## config.mk

```make
export PLATFORM = sky130hd
export DESIGN_NAME = update_scheduler
export DESIGN_NICKNAME = d
export VERILOG_FILES = /design/src/rtl/update_scheduler.sv
export SDC_FILE = /design/constraint.sdc
export NUM_CORES = 1
export LEC_CHECK = 0
export BUFFER_PORTS_ARGS = -buffer_cell sky130_fd_sc_hd__buf_2
export CAP_MARGIN = 20
export CORE_MARGIN = 4
export CORE_UTILIZATION = 50
export DETAILED_ROUTE_END_ITERATION = 10
export GPL_TIMING_DRIVEN = 0
export PLACE_DENSITY = 0.71
export SLEW_MARGIN = 30
export SYNTH_ARGS = -nofsm -noshare
export SYNTH_HDL_FRONTEND = slang
export SYNTH_SLANG_ARGS = --single-unit
```

## constraint.sdc

```tcl
create_clock -name clk -period 6.25 [get_ports clk]
set_clock_uncertainty 0.2 [all_clocks]
set_input_delay 0.625 -clock clk [delete_from_list [all_inputs] [get_ports clk]]
set_output_delay 0.625 -clock clk [all_outputs]
set_load 0.01 [all_outputs]
```

## src/rtl/update_scheduler.sv

```systemverilog
// update_scheduler: takes rate-edge updates from the host through a valid/ready handshake
// and buffers them in a circular FIFO. It then issues one Container run per update: it holds
// u_src/u_dst/u_e, pulses container_reset for one cycle, and waits for container_done.
// Optional feature: define UPDATE_SCHEDULER_COALESCE_EN to merge a new update into a queued
// entry that has the same (src,dst) pair.
module update_scheduler #(
    parameter int VERT_BITS   = 6,
    parameter int WEIGHT_BITS = 32,
    parameter int DEPTH       = 8
) (
    input  logic                     clk,
    input  logic                     sched_reset_n,
    input  logic                     upd_valid,
    output logic                     upd_ready,
    input  logic [VERT_BITS-1:0]     upd_src,
    input  logic [VERT_BITS-1:0]     upd_dst,
    input  logic [WEIGHT_BITS-1:0]   upd_e,
    output logic [VERT_BITS-1:0]     u_src,
    output logic [VERT_BITS-1:0]     u_dst,
    output logic [WEIGHT_BITS-1:0]   u_e,
    output logic                     container_reset,
    input  logic                     container_done,
    output logic                     busy,
    output logic [$clog2(DEPTH):0]   fifo_count,
    output logic [15:0]              run_count,
    output logic [7:0]               drop_count
);
    localparam int AW = $clog2(DEPTH);
    localparam int CW = AW + 1;
    localparam logic [CW-1:0] FULL = CW'(DEPTH);

    typedef enum logic [1:0] {S_IDLE = 2'd0, S_KICK = 2'd1, S_WAIT = 2'd2} state_t;

    state_t                 state_q, state_d;
    logic [AW-1:0]          wr_ptr_q, wr_ptr_d, rd_ptr_q, rd_ptr_d;
    logic [CW-1:0]          count_q, count_d;
    logic [VERT_BITS-1:0]   u_src_q, u_src_d, u_dst_q, u_dst_d;
    logic [WEIGHT_BITS-1:0] u_e_q, u_e_d;
    logic [15:0]            run_q, run_d;
    logic [7:0]             drop_q, drop_d;

    logic [VERT_BITS-1:0]   mem_src [DEPTH];
    logic [VERT_BITS-1:0]   mem_dst [DEPTH];
    logic [WEIGHT_BITS-1:0] mem_e   [DEPTH];

    logic push_acc, self_loop, pop, coal_hit, coal_wr, enq;

    // Saturating increment for the 8-bit drop counter.
    function automatic logic [7:0] sat_inc8(input logic [7:0] v);
        return (v == 8'hFF) ? v : v + 8'd1;
    endfunction

    assign push_acc  = upd_valid & upd_ready;
    assign self_loop = (upd_src == upd_dst);
    assign pop       = (state_q == S_IDLE) && (count_q != '0);

`ifdef UPDATE_SCHEDULER_COALESCE_EN
    logic [AW-1:0] coal_idx;

    // Find the oldest queued entry with the same endpoints; the head is skipped while it is popped.
    always_comb begin
        logic [AW-1:0] idx;
        idx      = '0;
        coal_hit = 1'b0;
        coal_idx = rd_ptr_q;
        for (int k = DEPTH - 1; k >= 0; k--) begin
            idx = rd_ptr_q + AW'(k);
            if ((CW'(k) < count_q) && !((k == 0) && pop) &&
                (mem_src[idx] == upd_src) && (mem_dst[idx] == upd_dst)) begin
                coal_hit = 1'b1;
                coal_idx = idx;
            end
        end
    end
`else
    assign coal_hit = 1'b0;
`endif

    assign coal_wr = push_acc & ~self_loop & coal_hit;
    assign enq     = push_acc & ~self_loop & ~coal_hit;

    // FIFO storage: written on enqueue (and on a coalescing weight overwrite); not reset.
    always_ff @(posedge clk) begin
        if (enq) begin
            mem_src[wr_ptr_q] <= upd_src;
            mem_dst[wr_ptr_q] <= upd_dst;
            mem_e[wr_ptr_q]   <= upd_e;
        end
`ifdef UPDATE_SCHEDULER_COALESCE_EN
        if (coal_wr) begin
            mem_e[coal_idx] <= upd_e;
        end
`endif
    end

    // Next-state for pointers, count, hold registers and the statistics counters.
    always_comb begin
        wr_ptr_d = enq ? wr_ptr_q + AW'(1) : wr_ptr_q;
        rd_ptr_d = pop ? rd_ptr_q + AW'(1) : rd_ptr_q;
        case ({enq, pop})
            2'b10:   count_d = count_q + CW'(1);
            2'b01:   count_d = count_q - CW'(1);
            default: count_d = count_q;
        endcase
        u_src_d = u_src_q;
        u_dst_d = u_dst_q;
        u_e_d   = u_e_q;
        if (pop) begin
            u_src_d = mem_src[rd_ptr_q];
            u_dst_d = mem_dst[rd_ptr_q];
            u_e_d   = mem_e[rd_ptr_q];
        end
        run_d  = (state_q == S_WAIT && container_done) ? run_q + 16'd1 : run_q;
        drop_d = (push_acc && self_loop) ? sat_inc8(drop_q) : drop_q;
    end

    // Control and hold registers; a reset abandons any run in flight and empties the FIFO.
    always_ff @(posedge clk or negedge sched_reset_n) begin
        if (!sched_reset_n) begin
            state_q  <= S_IDLE;
            wr_ptr_q <= '0;
            rd_ptr_q <= '0;
            count_q  <= '0;
            u_src_q  <= '0;
            u_dst_q  <= '0;
            u_e_q    <= '0;
            run_q    <= '0;
            drop_q   <= '0;
        end else begin
            state_q  <= state_d;
            wr_ptr_q <= wr_ptr_d;
            rd_ptr_q <= rd_ptr_d;
            count_q  <= count_d;
            u_src_q  <= u_src_d;
            u_dst_q  <= u_dst_d;
            u_e_q    <= u_e_d;
            run_q    <= run_d;
            drop_q   <= drop_d;
        end
    end

    // Run sequencing: pop in IDLE, one-cycle kick, then wait for the Container to finish.
    always_comb begin
        state_d = state_q;
        case (state_q)
            S_IDLE:  if (count_q != '0) state_d = S_KICK;
            S_KICK:  state_d = S_WAIT;
            S_WAIT:  if (container_done) state_d = S_IDLE;
            default: state_d = S_IDLE;
        endcase
    end

    // Outputs decoded from the registered state.
    always_comb begin
        container_reset = (state_q == S_KICK);
        busy            = (state_q == S_KICK) || (state_q == S_WAIT);
    end

    // Ready follows the registered count only, and is held low while reset is asserted.
    assign upd_ready  = sched_reset_n & (count_q != FULL);
    assign u_src      = u_src_q;
    assign u_dst      = u_dst_q;
    assign u_e        = u_e_q;
    assign fifo_count = count_q;
    assign run_count  = run_q;
    assign drop_count = drop_q;
endmodule
```

# Word level (Yosys, flattened, before mapping)
# Memory sizes are Yosys's and may differ from the RTL's. A register that Yosys moved wholly into a read port is not among the register bits.
# Index checks and enable logic that the tools add are counted.
totals:
  reg_bits: 36
  ramBits: 352
  in_bits: 48
  wordCells: 47
  mem_count: 3
classes:
  n_addsub: 6
  eq_ne: 9
  mux: 6
  bitwise_logic: 5
  reduce_logical: 12
mem_list:
  columns: ["name", "words", "width", "read_ports", "rd_ports_with_merged_regs", "write_ports", "line", "source"]
  rows:
  - ["mem_e", 8, 32, 1, 1, 1, "44", "logic [WEIGHT_BITS-1:0] mem_e [DEPTH];"]
  - ["mem_dst", 8, 6, 1, 1, 1, "43", "logic [VERT_BITS-1:0] mem_dst [DEPTH];"]
  - ["mem_src", 8, 6, 1, 1, 1, "42", "logic [VERT_BITS-1:0] mem_src [DEPTH];"]
op_table:
  columns: ["operator", "n"]
  rows:
  - ["16-bit by 1-bit adder with 16-bit output, second input constant", 1]
  - ["8-bit by 1-bit adder with 8-bit output, second input constant", 1]
  - ["8-bit == test, second input constant", 1]
  - ["4-bit case mux with 2 select lines", 1]
  - ["3-bit by 1-bit adder with 3-bit output, second input constant", 2]
  - ["6-bit == test", 1]
  - ["2-bit case mux with 3 select lines", 1]
  - ["4-bit by 1-bit adder with 4-bit output, second input constant", 1]
  - ["2-bit by 1-bit == test with 1-bit output, second input constant", 2]
  - ["2-bit == test, second input constant", 2]
  - ["2-bit 2-to-1 mux", 2]
  - ["4-bit != test, second input constant", 1]
  - ["2-bit AND reduction", 2]
  - ["4-bit nonzero test", 1]
  - ["4-bit by 1-bit subtractor with 4-bit output, second input constant", 1]
  - ["1-bit bitwise AND", 3]
  - ["1-bit logical AND", 3]
  - ["1-bit logical NOT", 3]
  - ["2-bit logical NOT", 1]
  - ["1-bit 2-to-1 mux", 2]
  - ["2-bit by 1-bit != test with 1-bit output, second input constant", 1]
  - ["2-bit != test, second input constant", 1]
  - ["1-bit NOT", 2]
  - ["2-bit nonzero test", 1]
  - ["1-bit logical OR", 1]

# Logic depth before layout (Yosys ltp)
# Gate-level depths: netlist of the first run.
depth:
  word_depth: 6
  ltp_mapped: 12
  depth_no_buf: 11

# Least setup slack after synthesis of the first run
# OpenSTA, ideal clock, no wires.
synth_timing:
  kind: "input to register"
  start: "input port upd_dst[3]"
  end: "memory mem_dst[2][0] (enable)"
  setup_ns: 0.570
  arrival_time_ns: 5.956
  t_required_ns: 5.480
  setup_slack_ns: -0.477
  path_stages: 6
  n_path_buf: 1
  cell_sequence: "xor2_1 -> nor4_4 -> nand3_4 -> nand2_1 -> buf_2 -> nor4b_1"
synth_between:
  elab_chain_cells: 5
synth_lines:
  columns: ["element", "line", "source"]
  rows:
  - ["from (decl)", "16", "input logic [VERT_BITS-1:0] upd_dst,"]
  - ["6-bit == test", "54", "assign self_loop = (upd_src == upd_dst);"]
  - ["1-bit NOT", "80", "assign enq = push_acc & ~self_loop & ~coal_hit;"]
  - ["1-bit bitwise AND", "80", null]
  - ["1-bit 2-to-1 mux", "84", "if (enq) begin"]
  - ["1-bit 2-to-1 mux (implied by the code)", "86", "mem_dst[wr_ptr_q] <= upd_dst;"]
  - ["to (decl)", "43", null]
# Every way passes these cells.

# Worst setup path in the final report of the first run
layout_timing:
  start: "input port sched_reset_n"
  end: "memory mem_e[6][15] (enable)"
layout_between:
  elab_chain_cells: 5
layout_lines:
  columns: ["element", "line", "source"]
  rows:
  - ["from (decl)", "12", "input logic sched_reset_n,"]
  - ["1-bit bitwise AND", "160", "assign upd_ready = sched_reset_n & (count_q != FULL);"]
  - ["1-bit bitwise AND", "53", "assign push_acc = upd_valid & upd_ready;"]
  - ["1-bit bitwise AND", "80", null]
  - ["1-bit 2-to-1 mux", "84", null]
  - ["1-bit 2-to-1 mux (implied by the code)", "87", "mem_e[wr_ptr_q] <= upd_e;"]
  - ["to (decl)", "44", null]
# Every way passes these cells.

==> results of run 1 <==
[through the flow]
stage / util [%] / total power (W)
after global placement: 54.5 / 0.00626
after CTS: 60.5 / 0.00886
after floorplan: - / 0.00544
after global routing: 60.5 / 0.00921
after detailed placement: 56.3 / 0.00636
final: 60.5 / 0.00876
[layout make-up]
| type | instances | area [um2] |
|---|---|---|
| Antenna cell | 2 | 5.00 |
| Buffer | 38 | 201 |
| Clock buffer | 65 | 1270 |
| Clock inverter | 17 | 111 |
| Fill cell | 2348 | 12900 |
| Inverter | 5 | 18.8 |
| Multi-Input combinational cell | 357 | 3870 |
| Sequential cell | 432 | 12600 |
| Tap cell | 442 | 553 |
| Timing Repair Buffer | 205 | 1150 |
[state kept, by name, indices dropped and copies added (netlist names)]
name	cells
u_e	32
u_dst	6
rd_ptr_q	3
mem_dst	48
u_src	6
wr_ptr_q	3
run_count	16
drop_count	8
mem_e	256
fifo_count	4
mem_src	48
state_q	2
[kinds of logic (layout without fill, tap and decap cells)]
| logic type | after synthesis | in the layout | share of synthesized area (%) |
|---|---|---|---|
| and+or+nand+nor | 119 | 119 | 3.61 |
| buffers and inverters | 43 | 330 | 1.33 |
| muxes | 141 | 141 | 15.2 |
| other | 0 | 2 | 0 |
| xor gates and xnor gates | 32 | 32 | 1.69 |
| adders and majority gates | 11 | 11 | 0.828 |
| AOI/OAI and AO/OA | 54 | 54 | 1.69 |
| DFF | 432 | 432 | 75.7 |
[power groups by stage]
stage                     registers, W  clock network, W  logic (W)
after floorplan                0.00381                 0    0.00163
after global placement         0.00377                 0    0.00249
after detailed placement       0.00375                 0    0.00262
after CTS                      0.00369           0.00253    0.00263
after global routing           0.00372           0.00267    0.00282
final                          0.00369           0.00249    0.00258
[cells in the mapped netlist, types with 2 or more instances]
cell	n	share of area, %
edfxtp_1	352	64
mux4_2	88	12
dfrtp_1	80	12
nand2_1	63	1.4
mux2i_1	45	2.7
o21ai_1	44	1.3
buf_2	32	0.96
xor2_1	17	0.90
xnor2_1	15	0.79
nand3_1	13	0.39
ha_1	11	0.83
nor3_1	10	0.30
nor2_1	7	0.16
mux2_1	6	0.41
a21oi_1	4	0.12
and3_1	4	0.15
inv_1	4	0.090
nor4b_1	4	0.21
buf_4	3	0.14
nand2b_1	3	0.11
nand4_1	3	0.11
nor4_1	3	0.11
mux2_2	2	0.14
nor2b_1	2	0.075
nor4_2	2	0.15
o21ai_0	2	0.060
[routing by layer]
layer / part of all wire [%] / GRT usage, % / wire, um
met5: 0.12 / 0 / 44
met4: 1.7 / 4.17 / 605
met3: 6.4 / 3.86 / 2270
met2: 49 / 32.5 / 17500
met1: 43 / 28.7 / 15300
[worst max path at each step]
stage                        from            end
floorplan              upd_dst[3]  mem_dst[2][0]
global placement    sched_reset_n    mem_e[5][9]
detailed placement     upd_src[4]    mem_e[6][9]
CTS                 sched_reset_n   mem_e[6][15]
global route        sched_reset_n   mem_e[6][15]
finish              sched_reset_n   mem_e[6][15]
[critical path: cells and delay by family]
kind                   cells  cell delay (ns)
AOI/OAI and AO/OA          1             0.32
buffers and inverters      8             2.35
and+or+nand+nor            3             0.89
==> reports/results.ini, run 1 <==
[pwr]
combPwrFrac_pct = 29.5
p_per_area_nw_per_um2 = 443
switching_share_pct = 30.4
p_sw_w = 0.00267
p_int_w = 0.00609
p_seq_share_pct = 42.1
leakage_nw = 7.38
pwr-share-clk_pct = 28.4
ir_worst_vdd_mv = 0.258

[synth]
synth_fp_nets = 891
netlist_area_um2 = 16600
synth-edff-count = 352
synth_seq_cells = 432
yosys_most_used_dff = edfxtp_1
yosysWarnings = 0
synthCells = 832
avgSynthCellArea_um2 = 20.0
synth_cell_types = 39
yosysSeqAreaShare_pct = 75.7
synthArstFlopShare_pct = 18.5

[detailed_routing]
routed_wl_um = 35700
first_iter_violations = 723
postRouteAntennaNets = 0
drtPass1Iterations = 5
viasPerCell = 5.52
drc = 0
vias = 8635
wire_per_inst_um = 22.8

[cells_and_area]
fin_cells = 1563
layout_common_cells = 352 x edfxtp_1, 201 x buf_2, 88 x mux4_2
drive_above_1_share_pct = 36.3
finalInstanceArea_um2 = 19700
area_growth_pct = 18.9
fin_nets = 1142
mostFrequentLayoutCell = edfxtp_1

[clocking]
htree_num_levels = 2
clock_tree.root_cell = clkbuf_16
insertion_delay_ns = 0.54
cts_buffer_depth = 3
hold_buffers = 1
post-cts-setup-buffers = 0
cts_tree = built
cts_resized = 0
path_clk_slew_ns = 0.06
cts-buffers-inserted = 44
cts.sinks = 432

[timing]
holdWs_ns = 0.154
tns_ns = 0
worst_slack_ns = 2.08
finalSetupViolCount = 0
min_period_over_period_pct = 66.8
relSlewSlack_pct = 36.4
max_freq_mhz = 240
rsz0062_at_grt = no
slew_violations = 0
period_needed_ns = 4.17
worstMarginPinSlew_ns = 0.954
hold_viol = 0

[setup_path]
critPathLaunchType = input pin
cp_data_required_time_ns = 6.29
endpoint_kind = flip-flop
path_class = input pin to flip-flop
worstPathArrival_ns = 4.21
slowest_stage = nor4b_2
r2r_slack_ns = 2.58
crit_chain = dlygate4sd3_1, buf_6, nand2_1, a21oi_1, nand2_1, buf_2, nor4b_2, buf_4, buf_2, buf_2, buf_2, buf_2
reg2reg_depth = 10
worst_path_largest_cell_delay_ns = 0.67
r2r_start = fifo_count[0]
cp_common_cell = buf_2
worstPathMaxFanout = 47
r2r_end = mem_e[6][15]

[floorplan]
start_util_pct = 50.9
core_um2 = 32600
rows = 66
die_y_um = 190
die_area_um2 = 36200
io_pins = 123
dieWidth_um = 190

[grt]
grt_pass1_wl_um = 54900
grt_pass1_vias = 8989
grt_start_max_net_pins = 48
globalRouteTotalUtil_pct = 19.9
grt_overflow = 0
antenna_found_initial = 5

[place]
dp_slack_ns = 2.07
dp_hpwl_um = 24700
dp.cells = 1478
io_buffers = 122
place_area_um2 = 18400
place_congestion = 0.736

[hold_path]
hold_path.class = input pin to flip-flop
whs_path_depth = 1
worstHoldStart = upd_e[10]
min_to = mem_e[2][10]

[run_status]
status = completed

[flow_run]
drv_cap = 0

(Power assumes the default switching activity.)
==> inputs of run 2 (changes only) <==
==> constraint.sdc (replaced) <==
create_clock -name clk -period 3.7 [get_ports clk]
set_clock_uncertainty 0.2 [all_clocks]
set_input_delay 0.37 -clock clk [delete_from_list [all_inputs] [get_ports clk]]
set_output_delay 0.37 -clock clk [all_outputs]
set_load 0.01 [all_outputs]
==> run 2 against run 1 <==
- largest cell class unchanged
- combinational power is 71% higher
- sequential power is 69% higher
- final cell count is 0.83% higher
- routed wire length is 0.86% lower
- first-iteration DRC count is 4.1% higher
==> reports/results.ini, run 2 (synthesis gave the netlist of run 1 again) <==
[cells_and_area]
top_register = mem_e  ; unchanged
reg_top3 = mem_e x256, mem_dst x48, mem_src x48  ; unchanged
layout_common_cells = 352 x edfxtp_1, 153 x buf_2, 88 x mux4_2  ; was 352 x edfxtp_1, 201 x buf_2, 88 x mux4_2
area_growth_pct = 21.9  ; was 18.9%
mostFrequentLayoutCell = edfxtp_1  ; unchanged
finalInstanceArea_um2 = 20200  ; was 19,700 um2
drive_above_1_share_pct = 33.6  ; was 36.3%
fin_nets = 1156  ; was 1,142
final_util_pct = 62.1  ; was 60.5%
largest_register_ffs = 256  ; unchanged

[floorplan]
core_um2 = 32600  ; unchanged
io_pins = 123  ; unchanged
dieWidth_um = 190  ; unchanged
die_area_um2 = 36200  ; unchanged
start_util_pct = 50.9  ; unchanged
rows = 66  ; unchanged
die_y_um = 190  ; unchanged

[timing]
hold_viol = 0  ; unchanged
relSlewSlack_pct = 45.8  ; was 36.4%
worstMarginPinSlew_ns = 0.812  ; was 0.954 ns
period_needed_ns = 3.50
slew_violations = 0  ; unchanged
rsz0062_at_grt = no  ; unchanged
min_period_over_period_pct = 94.6
finalSetupViolCount = 0  ; unchanged
tns_ns = 0  ; unchanged
max_freq_mhz = 286

[hold_path]
hold_path.class = input pin to asynchronous set/reset pin  ; was input pin to flip-flop

[setup_path]
worstPathArrival_ns = 3.56  ; was 4.21 ns
critPathLaunchType = input pin  ; unchanged
path_class = input pin to flip-flop  ; unchanged
endpoint_kind = flip-flop  ; unchanged
cp_data_required_time_ns = 3.76  ; was 6.29 ns
worstPathMaxFanout = 11  ; was 47

[grt]
grt_pass1_vias = 9045  ; was 8,989
grt_start_max_net_pins = 48  ; unchanged
grt_pass1_wl_um = 55600  ; was 54,900 um
antenna_found_initial = 1  ; was 5
globalRouteTotalUtil_pct = 20.0  ; was 19.9%
grt_overflow = 0  ; unchanged

[detailed_routing]
viasPerCell = 5.48  ; was 5.52
vias = 8631  ; was 8,635
routed_wl_um = 35400  ; was 35,700 um
first_iter_violations = 753  ; was 723
postRouteAntennaNets = 0  ; unchanged
drc = 0  ; unchanged
wire_per_inst_um = 22.4  ; was 22.8 um
drtPass1Iterations = 5  ; unchanged

[pwr]
p_per_area_nw_per_um2 = 745  ; was 443 nW/um2
ir_worst_vdd_mv = 0.533  ; was 0.258 mV
leakage_nw = 7.47  ; was 7.38 nW

[run_status]
status = completed  ; unchanged

[clocking]
cts.sinks = 432  ; unchanged
cts_buffer_depth = 3  ; unchanged
cts_tree = built  ; unchanged
insertion_delay_ns = 0.56  ; was 0.54 ns
cts-buffers-inserted = 44  ; unchanged
clock_tree.root_cell = clkbuf_16  ; unchanged
path_clk_slew_ns = 0.06  ; about the same
cts_resized = 0  ; unchanged
htree_num_levels = 2  ; unchanged

[place]
dp_hpwl_um = 23800  ; was 24,700 um
io_buffers = 122  ; unchanged
place_congestion = 0.741  ; was 0.736
place_area_um2 = 18300  ; was 18,400 um2

[flow_run]
drv_cap = 0  ; unchanged

==> run 2: worst max-delay path, cell delays in order <==
cell and delay (ns):
dlygate4sd3_1 0.56, buf_2 0.22, xor2_1 0.30, nor4_4 0.09
nand3_4 0.21, nand2_1 0.11, buf_2 0.27, nor4b_4 0.63
buf_4 0.32, buf_4 0.22, buf_4 0.22
==> run 2: power breakdown <==
group	leakage [nW]	switching, W	internal (W)
combinational	2.56	0.00246	0.00195
clock	0.722	0.00182	0.00264
sequential	4.18	0.000304	0.00592
total	7.47	0.00458	0.0105
==> run 2: area by class of cell <==
cell class | count | area [um2]
Fill cell | 2303 | 12400
Multi-Input combinational cell | 357 | 3920
Tap cell | 442 | 553
Clock buffer | 57 | 1190
Inverter | 5 | 18.8
Sequential cell | 432 | 12600
Timing Repair Buffer | 219 | 1510
Buffer | 38 | 201
Antenna cell | 1 | 2.50
Clock inverter | 25 | 279
==> run 2: metal layers <==
layer | track usage, % | vias up | wire, um
met5 | 0 | - | 0
met4 | 4.06 | 0 | 516
met3 | 3.61 | 46 | 2270
met2 | 31.8 | 281 | 17100
met1 | 29.8 | 4458 | 15500
li1 | - | 3846 | -
==> run 2: path summary, 6_finish.rpt <==
check	start	end	slack, ns	depth (start not counted)
min reg2reg	u_e[22]	u_e[22]	0.27	2
min in group clk	upd_valid	wr_ptr_q[2]	0.12	5
max reg2reg	fifo_count[1]	mem_e[2][12]	0.46	9
max in group asynchronous	sched_reset_n	u_e[0]	2.59	3
max	upd_dst[5]	mem_e[2][12]	0.20	11
min	sched_reset_n	drop_count[1]	0.09	2
==> run 2: repair_timing <==
action | in CTS | in global routing
hold buffers | 46 | 0
endpoints found under the setup margin | 0 | 8
buffers inserted | 0 | 2
endpoints found under the hold margin | 433 | 0
==> run 2: stage by stage <==
step	instances	setup slack, ns	power [W]	hold WS, ns
finish	1576	0.202	0.0151	0.0865
global placement	1396	-5.88	0.0106	0.260
CTS	1573	0.0796	0.0153	0.0974
global route	1576	0.0187	0.0159	0.110
detailed placement	1445	0.0846	0.0108	0.0962
floorplan	832	-1.20	0.00920	-0.126
==> inputs of run 3 (changes only) <==
--- a/config.mk
+++ b/config.mk
@@ -8,10 +8,9 @@
 export BUFFER_PORTS_ARGS = -buffer_cell sky130_fd_sc_hd__buf_2
 export CAP_MARGIN = 20
 export CORE_MARGIN = 4
-export CORE_UTILIZATION = 50
+export CORE_UTILIZATION = 34
 export DETAILED_ROUTE_END_ITERATION = 10
 export GPL_TIMING_DRIVEN = 0
-export PLACE_DENSITY = 0.71
 export SLEW_MARGIN = 30
 export SYNTH_ARGS = -nofsm -noshare
 export SYNTH_HDL_FRONTEND = slang
==> run 3 against run 2 <==
- total power increased by 0.39%
- first-iteration DRC count decreased by 16%
- routed wire length increased by 6.5%
- maximum frequency increased by 0.71%
- die area increased by 45%
- largest cell class unchanged
- critical path type unchanged
- utilization decreased by 19 points
==> reports/results.ini, run 3 (synthesis gave the netlist of run 1 again) <==
[run_status]
status = completed  ; unchanged

[clocking]
cts-buffers-inserted = 46  ; was 44
insertion_delay_ns = 0.58  ; was 0.56 ns
cts_tree = built  ; unchanged
htree_num_levels = 2  ; unchanged
cts.sinks = 432  ; unchanged
path_clk_slew_ns = 0.06  ; about the same
cts_buffer_depth = 3  ; unchanged
clock_tree.root_cell = clkbuf_16  ; unchanged

[flow_run]
drv_cap = 0  ; unchanged

[timing]
period_needed_ns = 3.47  ; was 3.50 ns
worstMarginPinSlew_ns = 0.900  ; was 0.812 ns
hold_viol = 0  ; unchanged
min_period_over_period_pct = 93.9  ; was 94.6%
finalSetupViolCount = 0  ; unchanged
max_freq_mhz = 288  ; was 286 MHz
relSlewSlack_pct = 40.0  ; was 45.8%
rsz0062_at_grt = no  ; unchanged
tns_ns = 0  ; unchanged
slew_violations = 0  ; unchanged

[cells_and_area]
antenna_cells = 0  ; was 1
reg_top3 = mem_e x256, mem_dst x48, mem_src x48  ; unchanged
layout_common_cells = 352 x edfxtp_1, 154 x buf_2, 88 x mux4_2  ; was 352 x edfxtp_1, 153 x buf_2, 88 x mux4_2
mostFrequentLayoutCell = edfxtp_1  ; unchanged
top_register = mem_e  ; unchanged
drive_above_1_share_pct = 33.3  ; was 33.6%
fin_nets = 1161  ; was 1,156
area_growth_pct = 23.5  ; was 21.9%
largest_register_ffs = 256  ; unchanged
fin_cells = 1754  ; was 1,576

[floorplan]
io_pins = 123  ; unchanged
start_util_pct = 34.6  ; was 50.9%
die_area_um2 = 52500  ; was 36,200 um2
dieWidth_um = 229  ; was 190 um
rows = 80  ; was 66
core_um2 = 48000  ; was 32,600 um2
die_y_um = 229  ; was 190 um

[grt]
grt_overflow = 0  ; unchanged
grt_start_max_net_pins = 59  ; was 48
grt_pass1_vias = 9055  ; was 9,045
globalRouteTotalUtil_pct = 14.5  ; was 20.0%
antenna_found_initial = 2  ; was 1
grt_pass1_wl_um = 58000  ; was 55,600 um

[setup_path]
cp_data_required_time_ns = 3.80  ; was 3.76 ns
slowest_stage = dlygate4sd3_1  ; was nor4b_4
endpoint_kind = flip-flop  ; unchanged
worstPathArrival_ns = 3.57  ; was 3.56 ns
worst_path_largest_cell_delay_ns = 0.55  ; was 0.63 ns
worstPathMaxFanout = 11  ; unchanged
cp_common_cell = buf_4  ; unchanged
critPathLaunchType = input pin  ; unchanged
crit_family = buffers and inverters  ; unchanged
crit_chain = dlygate4sd3_1, buf_2, xor2_1, nor4_4, nand3_4, nand2_1, buf_2, nor3_2, buf_4, buf_4, buf_4, buf_6  ; was dlygate4sd3_1, buf_2, xor2_1, nor4_4, nand3_4, nand2_1, buf_2, nor4b_4, buf_4, buf_4, buf_4
path_class = input pin to flip-flop  ; unchanged
path_buf_inv = 7  ; was 6

[detailed_routing]
drc = 0  ; unchanged
drtPass1Iterations = 4  ; was 5
wire_per_inst_um = 21.5  ; was 22.4 um
viasPerCell = 4.92  ; was 5.48
routed_wl_um = 37700  ; was 35,400 um
first_iter_violations = 629  ; was 753
postRouteAntennaNets = 0  ; unchanged
vias = 8623  ; was 8,631

[hold_path]
hold_path.class = input pin to flip-flop  ; was input pin to asynchronous set/reset pin

[place]
io_buffers = 122  ; unchanged
dp_hpwl_um = 26000  ; was 23,800 um
place_congestion = 0.704  ; was 0.741
dp.cells = 1621  ; was 1,445

[pwr]
leakage_nw = 7.48  ; was 7.47 nW
ir_worst_vdd_mv = 0.311  ; was 0.533 mV
p_per_area_nw_per_um2 = 738  ; was 745 nW/um2

-- run 3: changes by cell type in the layout (fill, tap and decap cells not counted), moves of 2 or more --
cell       previous run  this run
clkinv_1              6         4
bufinv_16             5         2
clkbuf_16            44        46
buf_4                45        36
clkinv_2              9         5
buf_6                10        20
clkbuf_1             10        19
-- run 3: cell type report --
class	count	area (um2)
Sequential cell	432	12600
Clock inverter	16	171
Timing Repair Buffer	222	1570
Fill cell	4234	27500
Inverter	5	18.8
Tap cell	615	769
Buffer	38	201
Clock buffer	69	1290
Multi-Input combinational cell	357	3930
-- run 3: where the power goes --
group / total, W / internal (W) / switching, W / leakage, nW
logic: 0.00449 / 0.00196 / 0.00253 / 2.59
clock network: 0.00444 / 0.00256 / 0.00188 / 0.706
registers: 0.00622 / 0.00592 / 0.000295 / 4.18
total: 0.0151 / 0.0104 / 0.00470 / 7.48
-- run 3: metal layers --
layer	routed length [um]	share of wire (%)	vias up	track usage [%]
li1	-	-	3866	-
met1	17000	45	4511	20.7
met2	18100	48	193	22.9
met3	1890	5.0	49	3.17
met4	636	1.7	4	3.44
met5	27	0.072	-	0
-- run 3: final timing paths --
check / start / endpoint / slack, ns / depth (start not counted)
max: upd_dst[0] / mem_e[7][8] / 0.23 / 12
min: upd_valid / wr_ptr_q[2] / 0.05 / 5
max reg2reg: fifo_count[1] / mem_e[7][8] / 0.50 / 10
min reg2reg: u_e[24] / u_e[24] / 0.28 / 2
max in group asynchronous: sched_reset_n / run_count[0] / 2.56 / 3
min in group asynchronous: sched_reset_n / drop_count[0] / 0.19 / 3
-- run 3: stage by stage --
step                power (W)  util [%]  hold WS, ns  worst slack, ns  cell area [um2]
floorplan             0.00920         -       -0.126            -1.20            16700
global route           0.0160      42.7       0.0775           0.0133            20500
finish                 0.0151      42.7       0.0473            0.226            20500
detailed placement     0.0109      38.7       0.0521            0.149            18600
global placement       0.0107      37.5        0.259            -6.43            18000
CTS                    0.0154      42.7       0.0151            0.178            20500
-- run 3: repair_timing --
action,CTS,global route
endpoints found under the setup margin,0,4
hold buffers,48,0
hold endpoints to repair,434,0
resized for setup,0,1
buffers inserted,0,0
-- run 3: worst min-delay path: cells and delay by family --
kind	cells	cell delay (ns)
xor+xnor	1	0.06
compound gates	1	0.07
buf+inv	1	0.11
simple gates	2	0.16
